[src/rtl/mux_arb_pkg.sv]
// Shared constants for the round-robin 4:1 mux arbiter: data width, requester
// count, FSM state encoding and pointer width.
package mux_arb_pkg;
  localparam int WIDTH = 16;
  localparam int NREQ  = 4;
  localparam int PTR_W = 2;

  localparam logic [0:0] ST_IDLE = 1'b0;
  localparam logic [0:0] ST_HOLD = 1'b1;

  typedef logic [PTR_W-1:0] ptr_t;
endpackage

[src/rtl/Mux4x1_16.sv]
// Plain 16-bit 4:1 combinational multiplexer.
module Mux4x1_16 (
  input  logic [15:0] i_d0,
  input  logic [15:0] i_d1,
  input  logic [15:0] i_d2,
  input  logic [15:0] i_d3,
  input  logic [1:0]  i_sel,
  output logic [15:0] o_y
);
  always_comb begin
    o_y = i_d0;
    case (i_sel)
      2'd0:    o_y = i_d0;
      2'd1:    o_y = i_d1;
      2'd2:    o_y = i_d2;
      2'd3:    o_y = i_d3;
      default: o_y = i_d0;
    endcase
  end
endmodule

[src/rtl/rr_mux4_arbiter.sv]
// Round-robin arbiter over four requesters that captures the winner's data into
// a single-entry output register with a valid/ready handshake downstream.
module rr_mux4_arbiter #(
  parameter int WIDTH = mux_arb_pkg::WIDTH
) (
  input  logic             clk,
  input  logic             rst,
  input  logic [3:0]       req,
  input  logic [WIDTH-1:0] din0,
  input  logic [WIDTH-1:0] din1,
  input  logic [WIDTH-1:0] din2,
  input  logic [WIDTH-1:0] din3,
  output logic [3:0]       gnt,
  output logic [1:0]       sel,
  output logic [WIDTH-1:0] dout,
  output logic             dout_valid,
  input  logic             dout_ready,
  output logic             busy
);
  import mux_arb_pkg::*;

  // Handshake: a word moves downstream on any edge where dout_valid && dout_ready;
  // dout/sel never change while dout_valid is high and dout_ready is low.
  // busy mirrors the FSM state (1 = HOLD) and serves as the state observation point.

  logic [0:0]       r_state;
  ptr_t             r_ptr;
  logic [3:0]       r_gnt;
  ptr_t             r_sel;
  logic [WIDTH-1:0] r_dout;
  logic             r_dout_valid;

  logic [3:0]       w_eff;
  logic             w_any;
  logic             w_accept;
  ptr_t             w_arb_ptr;
  ptr_t             w_winner;
  logic             w_capture;
  logic [15:0]      w_mux_out;

  // Rotate so ptr+1 lands at bit 0, take the lowest set bit, rotate back.
  function automatic ptr_t rr_pick(input logic [NREQ-1:0] r, input ptr_t last);
    ptr_t              base;
    logic [2*NREQ-1:0] dbl;
    logic [NREQ-1:0]   rot;
    ptr_t              idx;
    base = last + ptr_t'(1);
    dbl  = {r, r};
    rot  = dbl[base +: NREQ];
    idx  = '0;
    for (int i = NREQ - 1; i >= 0; i--) begin
      if (rot[i]) idx = ptr_t'(i);
    end
    return idx + base;
  endfunction

  assign w_eff     = req & ~r_gnt;
  assign w_any     = |w_eff;
  assign w_accept  = (r_state == ST_HOLD) && r_dout_valid && dout_ready;
  // On an accept the pointer is about to become sel, so arbitrate from sel directly.
  assign w_arb_ptr = (r_state == ST_HOLD) ? r_sel : r_ptr;
  assign w_winner  = rr_pick(w_eff, w_arb_ptr);
  assign w_capture = w_any && ((r_state == ST_IDLE) || w_accept);

  Mux4x1_16 u_mux (
    .i_d0  (din0),
    .i_d1  (din1),
    .i_d2  (din2),
    .i_d3  (din3),
    .i_sel (w_winner),
    .o_y   (w_mux_out)
  );

  always_ff @(posedge clk) begin
    if (rst) begin
      r_state      <= ST_IDLE;
      r_ptr        <= ptr_t'(3);
      r_gnt        <= '0;
      r_sel        <= '0;
      r_dout       <= '0;
      r_dout_valid <= 1'b0;
    end else begin
      if (w_accept) r_ptr <= r_sel;
      if (w_capture) begin
        r_state      <= ST_HOLD;
        r_gnt        <= 4'b0001 << w_winner;
        r_sel        <= w_winner;
        r_dout       <= w_mux_out;
        r_dout_valid <= 1'b1;
      end else begin
        r_gnt <= '0;
        if (w_accept) begin
          r_state      <= ST_IDLE;
          r_dout_valid <= 1'b0;
        end
      end
    end
  end

  assign gnt        = r_gnt;
  assign sel        = r_sel;
  assign dout       = r_dout;
  assign dout_valid = r_dout_valid;
  assign busy       = (r_state == ST_HOLD);
endmodule
[config.mk]
export PLATFORM = sky130hd
export DESIGN_NAME = rr_mux4_arbiter
export DESIGN_NICKNAME = d
export VERILOG_FILES = /design/src/rtl/mux_arb_pkg.sv /design/src/rtl/Mux4x1_16.sv /design/src/rtl/rr_mux4_arbiter.sv
export SDC_FILE = /design/constraint.sdc
export NUM_CORES = 1
export LEC_CHECK = 0
export CAP_MARGIN = 30
export CORE_MARGIN = 5
export CORE_UTILIZATION = 40
export CTS_BUF_LIST = sky130_fd_sc_hd__clkbuf_16
export DETAILED_ROUTE_END_ITERATION = 7
export PLACE_DENSITY = 0.86
export SETUP_SLACK_MARGIN = 0.5
export SYNTH_ARGS = -nofsm -noshare
export SYNTH_HDL_FRONTEND = slang
export SYNTH_HIERARCHICAL = 1
export SYNTH_SLANG_ARGS = --single-unit
[constraint.sdc]
create_clock -name clk -period 7.7 [get_ports clk]
set_clock_uncertainty 0.05 [all_clocks]
set_input_delay 1.54 -clock clk [delete_from_list [all_inputs] [get_ports clk]]
set_output_delay 1.54 -clock clk [all_outputs]
set_load 0.03 [all_outputs]
* After elaboration in Yosys (flattened, before gate mapping)
Cells that the tools add are included.
Word-level totals: register bits 25, input port bits 71, output and inout bits 24, logic and storage cells 31
Cells by class: add/sub/neg operators 2, equal/unequal tests 3, shift-type cells 2, muxes and demuxes 8, bitwise operators 4, reduce and logical (&&, ||, !) cells 7
Operator list (count):
- $pmux 16 s4 | 1
- $mux 2 | 5
- $shiftx 8x3->4 | 1
- $and 4x4->4 | 1
- $eq 2x2->1 const B | 2
- $not 4->4 | 1
- $reduce_or 4->1 | 1
- $shl 1x2->4 const A | 1
- $add 2x1->2 const B | 1
- $add 2x2->2 | 1
- $eq 2x1->1 const B | 1
- $logic_and 1x1->1 | 2
- $logic_not 2->1 | 1
- $mux 1 | 2
- $not 1->1 | 2
- $reduce_bool 2->1 | 1
- $reduce_or 2->1 | 1
- $logic_or 1x1->1 | 1

* Depth between registers and ports, before layout
depth in word-level cells 10, mapped depth 13, mapped depth without buffers 11

* Cells and area by module
Netlist, hierarchy kept.
By module, submodules not included:
- rr_mux4_arbiter | times used 1, cells an instance 133, area an instance 1131.1 µm², seq. area each 500.5 µm²
- Mux4x1_16 | times used 1, cells an instance 20, area an instance 424.2 µm², seq. area each 0.0 µm²

* Worst setup path after synthesis
No wires, ideal clock.
kind input port to flip-flop, start in req[1], end reg r_dout[10], in the netlist dout[10], library setup time 132 ps, arrival 3535 ps, data required time 7518 ps, slack 3982 ps, stages 11, buffers on the path 2, cells stage by stage or2b_2 -> o311a_2 -> o21ai_0 -> ha_1 -> xor2_2 -> inv_2 -> buf_2 -> buf_2 -> mux4_2 -> nand2_1 -> a21oi_1
On the way: longest elaborated chain between the ends 9, elaborated cells between the ends (all ways) 14, those cells by class add/sub: 1; eq/ne: 3; shift: 1; mux: 5; bitwise: 1; reduce/logical: 3
Ends and longest elaborated chain:
- from (decl) | RTL line rr_mux4_arbiter.sv:8 | input logic [3:0] req,
- $and 4x4->4 (*) | RTL line rr_mux4_arbiter.sv:57 | assign w_eff = req & ~r_gnt;
- $shiftx 8x3->4 (*) | RTL line rr_mux4_arbiter.sv:49 | rot = dbl[base +: NREQ];
- $mux 2 (3 in a row) | RTL line rr_mux4_arbiter.sv:52 | if (rot[i]) idx = ptr_t'(i);
- $mux 2 (*) | RTL line rr_mux4_arbiter.sv:52
- $add 2x2->2 (*) | RTL line rr_mux4_arbiter.sv:54 | return idx + base;
- named net w_winner[1] | RTL line rr_mux4_arbiter.sv:37 | ptr_t w_winner;
- $eq 2x2->1 (tied with other cells) | RTL line Mux4x1_16.sv:12 | case (i_sel)
- $pmux 16 s4 (*) | RTL line Mux4x1_16.sv:12
- named net w_mux_out[10] | RTL line rr_mux4_arbiter.sv:39 | logic [15:0] w_mux_out;
- to (signal assigned) | RTL line rr_mux4_arbiter.sv:88 | r_dout <= w_mux_out;
- to (decl) | RTL line rr_mux4_arbiter.sv:30 | logic [WIDTH-1:0] r_dout;
The timed path passes the listed nets; every way through them passes the cells marked *. A chain may end at the register's enable or synchronous reset.

* Final worst setup path
start in req[2], end reg r_dout[14], in the netlist dout[14]
Same word-level chain as after synthesis.

==> flow_summary.ini <==
[min_path]
min_path_type = reg -> reg

[synthesis]
ys_warn_count = 6
ys_ff_latch = 25
synth.net_count = 225
synth_top_area_frac = 0.3218
synth_most_common_cell = nand2_1
ys_types = 40
synth_edf_count = 0
netlist_area_um2 = 1555
syn_avg_cell_area_um2 = 10.16
ys_seq_area_frac = 0.3218
async_flop_share = 0
synth_area_leaders = dfxtp_1 32%, mux4_2 14%, mux4_1 10%, nand2_1 9.2%, a21oi_1 6.4%
synth_common_cells = 38 x nand2_1, 25 x dfxtp_1, 20 x a21oi_1
synth_cells = 153
yosysTopAreaCell = dfxtp_1
ys.flop_type = dfxtp_1

[sta]
clock.fmax_mhz = 245.6
period_share = 0.5289
fin_ws_ns = 3.628
maxSlewHeadroom = 0.4379
period_needed_ns = 4.072
finalSetupViolCount = 0
rsz0062_at_grt = false
finalHoldViolCount = 0
slew_viol_final = 0
tns_ns = 0
holdWs_ns = 0.4063
worstMarginPinSlew_ns = 0.8405

[global_route]
grt_max_degree = 25
grt_use_total = 0.1681
grt_overflow = 0
grt_pass1_wl_mm = 7.031
antenna_found_initial = 0
grt_pass1_vias = 1587

[cells_and_area]
final_area_um2 = 2586
n_fill_cell = 270
syn_to_final_growth_pct = 66.29
drive_gt1_frac = 0.1405
diodes = 0
final_net_count = 315
seqCellArea_um2 = 500.5
multi_input_area_um2 = 962.2

[worst_setup_path]
crit_start = req[2]
end_kind = register
crit_chain = clkdlybuf4s50_1, nor2b_1, nor3_1, a311oi_1, o21ai_0, ha_1, buf_16, mux4_1, nand2_1, a21oi_1
cp_max_fo = 18
critPathRequiredTime_ns = 7.75
cp_data_arrival_time_ns = 4.12
r2r_slack_ns = 4.67
cp-start-kind = primary input
slowest_stage = mux4_1
rr_endpoint = dout[14]
worstReg2RegStart = dout_valid
rr_worst_depth = 9
crit_end = dout[14]
crit_type = in -> reg
crit_path_max_incr_delay_ns = 0.56

[clocking]
cts_root_buffer = clkbuf_16
htreeDepth = 1
cts_buffers = 3
ctsHoldBuffers = 0
clkSinkCount = 25
clock_path_buffers = 2
clkTransAtPathRegs_ns = 0.06
cts_resized = 0
cts_tree = built
cts_setup_buffers = 0
clk_latency_ns = 0.25

[pwr]
ir_worst_vdd_uv = 207.1
total_power_mw = 1.150
leakage_nw = 0.9941
power_density_nw_per_um2 = 444.5

[die]
num_rows = 22
die_w_um = 72.36
start_util = 0.4185
core_um2 = 3716
fp.dieH_um = 72.36
die-area_um2 = 5235
io_pins = 95

[job]
cap_violations = 0

[placed_design]
dp_slack_ns = 2.944
port_buffers = 94
hpwl_mm = 3.574
finalWeightedCongestion = 0.8676
placed_cell_area_um2 = 2479

[drt]
drc_errors = 0
wl_mm = 4.323
ant_nets = 0
wl_per_cell_um = 14.91
vias_per_cell = 5.217
vias = 1513
drt_iter0_markers = 21
drt_pass1_iterations = 4

[status]
status = completed
-- how the worst min path moves through the flow --
stage                   from  endpoint  cells past startpoint
floorplan           r_ptr[1]  r_ptr[1]                      1
global route        dout[13]  dout[13]                      2
finish              dout[12]  dout[12]                      2
detailed placement   dout[8]   dout[8]                      2
global placement    dout[10]  dout[10]                      2
CTS                 dout[12]  dout[12]                      2
-- routing by layer --
metal | share of wire | GRT usage | vias up | wire length [µm]
met5 | 0 | 0 | - | 0
met4 | 0.0062 | 0.05219 | 0 | 27
met3 | 0.10 | 0.05679 | 2 | 438
met2 | 0.52 | 0.3074 | 66 | 2238
met1 | 0.37 | 0.1807 | 709 | 1618
li1 | - | - | 736 | -
-- critical path, delay by kind of cell --
kind                       cells  cell delay [ns]
buffers and inverters          2             0.67
muxes                          1             0.56
and+or+nand+nor                3             0.46
AOI/OAI and AO/OA              3             0.45
adders and majority gates      1             0.43
-- flip-flops by register name, indices dropped and copies added, names as in the netlist --
register,flops
dout_valid,1
r_ptr,2
gnt,4
sel,2
dout,16
-- per-stage QoR --
step | utilization | std cells
finish | 0.6960 | 290
global placement | 0.6670 | 285
CTS | 0.6886 | 289
floorplan | - | 153
detailed placement | 0.6670 | 285
global route | 0.6960 | 290
-- power by group --
part           internal (mW)  switching, mW  leakage, nW
sequential             0.189         0.0359        0.207
clock                 0.0698         0.0429       0.0409
combinational          0.420          0.392        0.746
-- cells in the final DEF (no fill, tap or decap), drive strengths merged, types with 2 or more instances in the layout --
cell type,count
nor2,3
o21ai,2
clkdlybuf4s50,94
mux2i,2
nor2b,3
nand2b,3
inv,2
and2,2
and3,4
dfxtp,25
clkbuf,3
xor2,3
or2b,3
buf,2
nor4,2
a211o,2
nor3,2
a21oi,20
mux4,16
nand2,38
-- cell type report --
class	count	share of cell area
tap	48	0.02322
inverter	2	0.002903
sequential	25	0.1935
timing repair buffer	96	0.3774
clock buffer	3	0.02903
multi-input combinational	115	0.3720
clock inverter	1	0.001935
-- cells by family (layout without fill, tap and decap cells) --
logic type / Yosys count / in the layout / synth area share
and+or+nand+nor: 62 / 62 / 0.1979
AOI/OAI and AO/OA: 30 / 30 / 0.1199
DFF: 25 / 25 / 0.3218
buffers and inverters: 13 / 102 / 0.05953
xor gates and xnor gates: 3 / 3 / 0.02173
muxes: 18 / 18 / 0.2639
adders and majority gates: 2 / 2 / 0.01528
No activity file was read; power rests on OpenSTA's default activity.
